==> src/rtl/tlul_sram_device_if.sv <==
// TL-UL A/D channel bundle between the peripheral crossbar (master) and an SRAM device (slave).
interface tlul_sram_device_if;
  logic        a_valid;
  logic [2:0]  a_opcode;
  logic [1:0]  a_size;
  logic [7:0]  a_source;
  logic [31:0] a_address;
  logic [3:0]  a_mask;
  logic [31:0] a_data;
  logic        a_ready;

  logic        d_valid;
  logic [2:0]  d_opcode;
  logic [2:0]  d_param;
  logic [1:0]  d_size;
  logic [7:0]  d_source;
  logic        d_sink;
  logic [31:0] d_data;
  logic [3:0]  d_user;
  logic        d_error;
  logic        d_ready;

  modport master (
    output a_valid, a_opcode, a_size, a_source, a_address, a_mask, a_data, d_ready,
    input  a_ready, d_valid, d_opcode, d_param, d_size, d_source, d_sink, d_data, d_user, d_error
  );

  modport slave (
    input  a_valid, a_opcode, a_size, a_source, a_address, a_mask, a_data, d_ready,
    output a_ready, d_valid, d_opcode, d_param, d_size, d_source, d_sink, d_data, d_user, d_error
  );
endinterface

==> src/rtl/tlul_sram_device.sv <==
// TL-UL device adapter onto a single-port SRAM with 1-cycle read latency.
// Requests are checked, issued to the SRAM, and responses queued in a Depth-entry FIFO.
module tlul_sram_device #(
  parameter int          MemAw    = 12,
  parameter logic [31:0] BaseAddr = 32'h0000_0000,
  parameter int          Depth    = 2
) (
  input  logic              clk_i,
  input  logic              rst_i,
  tlul_sram_device_if.slave tl,
  output logic              mem_req_o,
  output logic              mem_we_o,
  output logic [MemAw-1:0]  mem_addr_o,
  output logic [31:0]       mem_wdata_o,
  output logic [31:0]       mem_wmask_o,
  input  logic [31:0]       mem_rdata_i
);

  localparam logic [2:0] OP_PUT_FULL = 3'd0;
  localparam logic [2:0] OP_PUT_PART = 3'd1;
  localparam logic [2:0] OP_GET      = 3'd4;
  localparam logic [2:0] OP_ACK      = 3'd0;
  localparam logic [2:0] OP_ACK_DATA = 3'd1;

  localparam int CW = $clog2(Depth + 1);
  localparam int PW = (Depth > 1) ? $clog2(Depth) : 1;

  typedef struct packed {
    logic       is_get;
    logic [1:0] size;
    logic [7:0] source;
    logic       err;
  } meta_t;

  typedef struct packed {
    meta_t       meta;
    logic [31:0] data;
  } rsp_t;

  // ---------------- request checks ----------------
  logic       w_opc_ok, w_size_ok, w_in_range, w_aligned, w_mask_ok, w_err;
  logic [3:0] w_full_mask;

  assign w_opc_ok   = (tl.a_opcode == OP_GET) || (tl.a_opcode == OP_PUT_FULL) ||
                      (tl.a_opcode == OP_PUT_PART);
  assign w_size_ok  = (tl.a_size <= 2'd2);
  // Base is capacity-aligned, so the window test is an equality on the upper bits.
  assign w_in_range = (tl.a_address[31:MemAw+2] == BaseAddr[31:MemAw+2]);

  always_comb begin
    w_full_mask = 4'hF;
    w_aligned   = 1'b0;
    case (tl.a_size)
      2'd0: begin
        w_full_mask = 4'b0001 << tl.a_address[1:0];
        w_aligned   = 1'b1;
      end
      2'd1: begin
        w_full_mask = 4'b0011 << {tl.a_address[1], 1'b0};
        w_aligned   = ~tl.a_address[0];
      end
      2'd2: begin
        w_full_mask = 4'hF;
        w_aligned   = (tl.a_address[1:0] == 2'b00);
      end
      default: begin
        w_full_mask = 4'hF;
        w_aligned   = 1'b0;
      end
    endcase
  end

  always_comb begin
    w_mask_ok = 1'b1;
    if (tl.a_opcode == OP_PUT_FULL)      w_mask_ok = (tl.a_mask == w_full_mask);
    else if (tl.a_opcode == OP_PUT_PART) w_mask_ok = ((tl.a_mask & ~w_full_mask) == 4'h0);
  end

  assign w_err = ~(w_opc_ok & w_size_ok & w_in_range & w_aligned & w_mask_ok);

  // ---------------- accept / occupancy ----------------
  logic          r_pv;
  meta_t         r_meta;
  logic [CW-1:0] r_count;
  logic [PW-1:0] r_wptr, r_rptr;
  logic [CW:0]   w_occ;
  logic          w_a_ready, w_acc, w_push, w_pop;

  // Pipe entry counts against capacity so a slot is always free when it lands in the FIFO.
  assign w_occ     = {1'b0, r_count} + {{CW{1'b0}}, r_pv};
  assign w_a_ready = ~rst_i & (w_occ < (CW+1)'(Depth));
  assign w_acc     = tl.a_valid & w_a_ready;
  assign tl.a_ready = w_a_ready;

  // ---------------- SRAM port ----------------
  assign mem_req_o   = w_acc & ~w_err;
  assign mem_we_o    = (tl.a_opcode != OP_GET);
  assign mem_addr_o  = tl.a_address[MemAw+1:2];
  assign mem_wdata_o = tl.a_data;

  always_comb begin
    mem_wmask_o = '0;
    for (int b = 0; b < 4; b++) mem_wmask_o[8*b +: 8] = {8{tl.a_mask[b]}};
  end

  // ---------------- metadata pipe (cycle 1) ----------------
  always_ff @(posedge clk_i or posedge rst_i) begin
    if (rst_i) begin
      r_pv   <= 1'b0;
      r_meta <= '0;
    end else begin
      r_pv <= w_acc;
      if (w_acc) begin
        r_meta.is_get <= (tl.a_opcode == OP_GET);
        r_meta.size   <= tl.a_size;
        r_meta.source <= tl.a_source;
        r_meta.err    <= w_err;
      end
    end
  end

  rsp_t w_rsp;
  assign w_push      = r_pv;
  assign w_rsp.meta  = r_meta;
  assign w_rsp.data  = (r_meta.is_get & ~r_meta.err) ? mem_rdata_i : 32'h0;

  // ---------------- response FIFO ----------------
  function automatic logic [PW-1:0] ptr_inc(input logic [PW-1:0] p);
    return (p == PW'(Depth - 1)) ? '0 : p + PW'(1);
  endfunction

  rsp_t r_buf [Depth];
  rsp_t w_head;

  assign w_head = r_buf[r_rptr];
  assign w_pop  = (r_count != '0) & tl.d_ready;

  always_ff @(posedge clk_i) begin
    if (w_push) r_buf[r_wptr] <= w_rsp;
  end

  always_ff @(posedge clk_i or posedge rst_i) begin
    if (rst_i) begin
      r_wptr  <= '0;
      r_rptr  <= '0;
      r_count <= '0;
    end else begin
      if (w_push) r_wptr <= ptr_inc(r_wptr);
      if (w_pop)  r_rptr <= ptr_inc(r_rptr);
      case ({w_push, w_pop})
        2'b10:   r_count <= r_count + CW'(1);
        2'b01:   r_count <= r_count - CW'(1);
        default: r_count <= r_count;
      endcase
    end
  end

  // ---------------- D channel ----------------
  assign tl.d_valid  = (r_count != '0);
  assign tl.d_opcode = w_head.meta.is_get ? OP_ACK_DATA : OP_ACK;
  assign tl.d_param  = 3'd0;
  assign tl.d_size   = w_head.meta.size;
  assign tl.d_source = w_head.meta.source;
  assign tl.d_sink   = 1'b0;
  assign tl.d_data   = w_head.data;
  assign tl.d_user   = 4'd0;
  assign tl.d_error  = w_head.meta.err;

endmodule
==> src/flat_wrapper.sv <==
// flat-port wrapper written by rule: the top's interface ports become plain ports
module tlul_sram_device_flat 
#(
  parameter int          MemAw    = 12,
  parameter logic [31:0] BaseAddr = 32'h0000_0000,
  parameter int          Depth    = 2
)
  (clk_i, rst_i, mem_req_o, mem_we_o, mem_addr_o, mem_wdata_o, mem_wmask_o, mem_rdata_i, tl_a_valid, tl_a_opcode, tl_a_size, tl_a_source, tl_a_address, tl_a_mask, tl_a_data, tl_d_ready, tl_a_ready, tl_d_valid, tl_d_opcode, tl_d_param, tl_d_size, tl_d_source, tl_d_sink, tl_d_data, tl_d_user, tl_d_error);
  tlul_sram_device_if tl_i ();
  input  logic clk_i;
  input  logic rst_i;
  output logic mem_req_o;
  output logic mem_we_o;
  output logic [MemAw-1:0] mem_addr_o;
  output logic [31:0] mem_wdata_o;
  output logic [31:0] mem_wmask_o;
  input  logic [31:0] mem_rdata_i;
  input wire logic [$bits(tl_i.a_valid)-1:0] tl_a_valid;
  input wire logic [$bits(tl_i.a_opcode)-1:0] tl_a_opcode;
  input wire logic [$bits(tl_i.a_size)-1:0] tl_a_size;
  input wire logic [$bits(tl_i.a_source)-1:0] tl_a_source;
  input wire logic [$bits(tl_i.a_address)-1:0] tl_a_address;
  input wire logic [$bits(tl_i.a_mask)-1:0] tl_a_mask;
  input wire logic [$bits(tl_i.a_data)-1:0] tl_a_data;
  input wire logic [$bits(tl_i.d_ready)-1:0] tl_d_ready;
  output wire logic [$bits(tl_i.a_ready)-1:0] tl_a_ready;
  output wire logic [$bits(tl_i.d_valid)-1:0] tl_d_valid;
  output wire logic [$bits(tl_i.d_opcode)-1:0] tl_d_opcode;
  output wire logic [$bits(tl_i.d_param)-1:0] tl_d_param;
  output wire logic [$bits(tl_i.d_size)-1:0] tl_d_size;
  output wire logic [$bits(tl_i.d_source)-1:0] tl_d_source;
  output wire logic [$bits(tl_i.d_sink)-1:0] tl_d_sink;
  output wire logic [$bits(tl_i.d_data)-1:0] tl_d_data;
  output wire logic [$bits(tl_i.d_user)-1:0] tl_d_user;
  output wire logic [$bits(tl_i.d_error)-1:0] tl_d_error;
  assign tl_i.a_valid = tl_a_valid;
  assign tl_i.a_opcode = tl_a_opcode;
  assign tl_i.a_size = tl_a_size;
  assign tl_i.a_source = tl_a_source;
  assign tl_i.a_address = tl_a_address;
  assign tl_i.a_mask = tl_a_mask;
  assign tl_i.a_data = tl_a_data;
  assign tl_i.d_ready = tl_d_ready;
  assign tl_a_ready = tl_i.a_ready;
  assign tl_d_valid = tl_i.d_valid;
  assign tl_d_opcode = tl_i.d_opcode;
  assign tl_d_param = tl_i.d_param;
  assign tl_d_size = tl_i.d_size;
  assign tl_d_source = tl_i.d_source;
  assign tl_d_sink = tl_i.d_sink;
  assign tl_d_data = tl_i.d_data;
  assign tl_d_user = tl_i.d_user;
  assign tl_d_error = tl_i.d_error;
  tlul_sram_device #(.MemAw(MemAw), .BaseAddr(BaseAddr), .Depth(Depth)) u_core (.clk_i(clk_i), .rst_i(rst_i), .tl(tl_i), .mem_req_o(mem_req_o), .mem_we_o(mem_we_o), .mem_addr_o(mem_addr_o), .mem_wdata_o(mem_wdata_o), .mem_wmask_o(mem_wmask_o), .mem_rdata_i(mem_rdata_i));
endmodule
==> config.mk <==
export PLATFORM = sky130hd
export DESIGN_NAME = tlul_sram_device_flat
export DESIGN_NICKNAME = d
export VERILOG_FILES = /design/src/rtl/tlul_sram_device_if.sv /design/src/rtl/tlul_sram_device.sv /design/src/flat_wrapper.sv
export SDC_FILE = /design/constraint.sdc
export NUM_CORES = 1
export LEC_CHECK = 0
export ABC_CLOCK_PERIOD_IN_PS = 3200
export CORE_ASPECT_RATIO = 1.1
export CORE_MARGIN = 8
export CORE_UTILIZATION = 40
export DETAILED_ROUTE_END_ITERATION = 16
export PLACE_DENSITY_LB_ADDON = 0.15
export SLEW_MARGIN = 0
export SYNTH_ARGS = -nofsm -noshare
export SYNTH_HDL_FRONTEND = slang
export SYNTH_SLANG_ARGS = --single-unit
export TNS_END_PERCENT = 50
==> constraint.sdc <==
create_clock -name clk_i -period 3.2 [get_ports clk_i]
set_input_delay 0.8 -clock clk_i [delete_from_list [all_inputs] [get_ports clk_i]]
set_output_delay 0.8 -clock clk_i [all_outputs]
set_load 0.005 [all_outputs]
==> run_results.csv <==
group,metric,value,unit
logic_synthesis,yosys_warnings,0,
drt,num_vias,2736,
clock_network,path_clk_slew,0.06,ns
pwr,power_frac_seq,44.2,%
cells_and_area,fin_area,6470,µm²
global_routing,met3_usage,5.91,%
logic_synthesis,synthArstFlopShare,16.2,%
setup_path,start_kind,"input pin",
timing,drv_slew,0,
cells_and_area,utilization,53.8,%
pwr,power_density,663,nW/µm²
timing,hold_violations,0,
logic_synthesis,ys_seq_elements,105,
pwr,share_comb_of_total_power,29.3,%
floorplan,die_w,122,µm
logic_synthesis,syn_inst,338,
logic_synthesis,synth_area,4950,µm²
timing,worstMarginPinSlew,0.686,ns
timing,period_minus_slack,3.10,ns
pwr,p_clk_share,26.5,%
clock_network,cts_buffers,9,
setup_path,r2r_slack,1.52,ns
logic_synthesis,yosysMostFrequentCell,"edfxtp_1",
drt,wirelength,11.4,mm
drt,drtPass1Iterations,4,
logic_synthesis,synth_ff_type,"edfxtp_1",
clock_network,htree_levels,3,
logic_synthesis,yosysTopAreaCell,"edfxtp_1",
cells_and_area,syn_to_final_growth,30.8,%
cells_and_area,multiInputGateArea,1230,µm²
placement,hpwl,8.61,mm
global_routing,grt_busiest_layer,"met2",
timing,period_share,97.0,%
pwr,p_leak,2.40,nW
worst_hold_path,holdPathEnd,"u_core.r_buf[1][42]$_DFFE_PP_",
logic_synthesis,synth_common_cells,"edfxtp_1 (88), buf_4 (86), mux2_2 (47), and2_1 (34), dfrtp_1 (17)",
global_routing,antenna_found_initial,0,
timing,rsz0062_at_grt,"no",
logic_synthesis,avgSynthCellArea,14.6,µm²
cells_and_area,nets,554,
setup_path,critPathKind,"input pin to output pin",
setup_path,critPathRequiredTime,2.40,ns
cells_and_area,seqCellArea,3070,µm²
timing,fin_skew,0.00535,ns
global_routing,grt_use_met1,13.6,%
cells_and_area,antenna_cells,0,
pwr,internal_power,3.25,mW
logic_synthesis,synth_top_area_share,53.4,%
cells_and_area,fillers,1050,
floorplan,die_area,16200,µm²
timing,setup_ws,0.0976,ns
clock_network,cts.sinks,105,
timing,finalSetupViolations,0,
setup_path,reg2reg_from,"u_core.r_pv$_DFF_PP0_",
clock_network,clock_path_buffers,2,
logic_synthesis,synth-seq-area-share,62.0,%
clock_network,cts_tree,"yes",
drt,drtIter0Drc,122,
status,outcome,"complete, no violations",
floorplan,design.core.area,12000,µm²
floorplan,rows,42,
floorplan,pin_count,251,
global_routing,grt_pass1_wl,17.1,mm
setup_path,r2r_cells,2,
setup_path,crit_path_max_fanout,2,
pwr,switching_share,24.2,%
placement,place_congestion,0.740,
setup_path,cp-end-kind,"output pin",
pwr,total_power,4.29,mW
global_routing,grt_overflow,0,
worst_hold_path,hp-class,"flip-flop to flip-flop",
clock_network,root_buffer,"clkbuf_16",
floorplan,initial_core_util,41.1,%
drt,drc,0,
setup_path,cp.arrival,2.30,ns
worst_hold_path,hp-start,"u_core.r_meta[10]$_DFFE_PP0P_",
drt,wire_per_inst,19.2,µm
logic_synthesis,synth.distinct_cells,32,
global_routing,grt_max_degree,30,
pwr,peakVddDrop,0.000265,V
logic_synthesis,synth.area.top_cells,"edfxtp_1 (53%), buf_4 (13%), mux2_2 (11%), dfrtp_1 (8.6%), and2_1 (4.3%)",
drt,drtAntennaViolNets,0,
clock_network,postCtsHoldBufs,0,
clock_network,insertion_delay,0.34,ns
job,cap_violations,0,
placement,pre_cts_ws,-0.654,ns
pwr,p_sw,1.04,mW
global_routing,track_usage,13.7,%
logic_synthesis,synth_edf_count,88,
drt,viasPerCell,4.63,
floorplan,die_h,133,µm
cells_and_area,layout-drive-gt1-share,22.9,%
global_routing,grt_pass1_vias,3073,
placement,io_buffers,152,
setup_path,r2r_end,"u_core.r_buf[1][35]$_DFFE_PP_",
timing,slew_headroom,54.2,%
worst_hold_path,hold_depth,0,
global_routing,grtUsageMet2,24.5,%
timing,fmax,322,MHz
placement,placed_cell_area,6140,µm²
worst max-delay path: stages:
cell and delay [ns]:
clkdlybuf4s50_1 0.45, ha_1 0.28, and4_1 0.16, o211ai_1 0.10, nor4_2 0.32, buf_2 0.18
through the flow:
step	hold WS, ns	TNS [ns]	instances
after floorplan	0.437	0	347
after global placement	0.451	-0.629	571
after detailed placement	0.456	-0.654	571
after CTS	0.471	0	588
after global routing	0.484	0	591
final	0.467	0	591
per-layer routing:
layer,wire [µm],share of wire [%],up-vias
met1,4000,35,1289
met3,1130,9.9,23
met2,6030,53,139
met4,201,1.8,0
met5,0,0,-
li1,-,-,1285
worst max path at each step:
| stage | startpoint | end | depth (start not counted) |
|---|---|---|---|
| after floorplan | u_core.r_pv$_DFF_PP0_ | u_core.r_buf[0][0]$_DFFE_PP_ | 2 |
| after global placement | tl_a_size[0] | mem_req_o | 8 |
| after detailed placement | tl_a_size[0] | mem_req_o | 8 |
| after CTS | tl_a_size[0] | mem_req_o | 8 |
| after global routing | tl_a_mask[3] | mem_req_o | 6 |
| final | tl_a_mask[1] | mem_req_o | 6 |
state kept, by name, indices dropped and copies added, names as in the netlist:
register        count
u_core.r_pv         1
u_core.r_wptr       1
u_core.r_rptr       1
u_core.r_meta      12
u_core.r_count      2
u_core.r_buf       88
layout make-up:
cell class,instances,area share [%]
clock inverters,6,1.26
clock buffers,10,3.54
multi-input cells,143,19.0
flip-flops and latches,105,47.4
inverters,4,0.232
repair buffers,169,25.6
well taps,154,2.98
layout by cell type, fill, tap and decap left out, types with 3 or more instances in the layout:
cell type,synthesis,layout
nor4_1,5,5
and2_1,34,33
mux2_2,47,47
nor2_1,8,5
buf_4,86,13
dfrtp_1,17,16
clkbuf_2,0,4
a21oi_1,4,4
inv_1,4,4
ha_1,5,5
edfxtp_1,88,88
clkdlybuf4s50_1,0,144
o21ai_0,3,3
clkbuf_16,0,9
conb_1,1,10
xor2_1,3,3
mux2_4,7,7
logic make-up (layout without fill, tap and decap cells):
group	count (synthesis)	in the layout	share of synthesized area (%)
mux	54	54	12.8
xor+xnor	5	5	0.885
other cells	1	10	0.0758
fa+ha+maj	5	5	1.26
simple gates	58	58	7.08
buf+inv	99	189	14.3
flops	105	105	62.0
compound gates	11	11	1.62
power groups by stage:
stage / Sequential (mW) / Combinational, mW / Clock, mW
after floorplan: 1.85 / 0.722 / 0
after global placement: 1.92 / 1.28 / 0
after detailed placement: 1.93 / 1.28 / 0
after CTS: 1.90 / 1.29 / 1.17
after global routing: 1.93 / 1.35 / 1.22
final: 1.90 / 1.26 / 1.14
what timing repair did:
item	CTS	global route
pin swaps	1	3
gates resized for setup	10	14
endpoints found under the setup margin	1	1
buffers inserted	1	3
cloned	0	0
(Power assumes the default switching activity.)
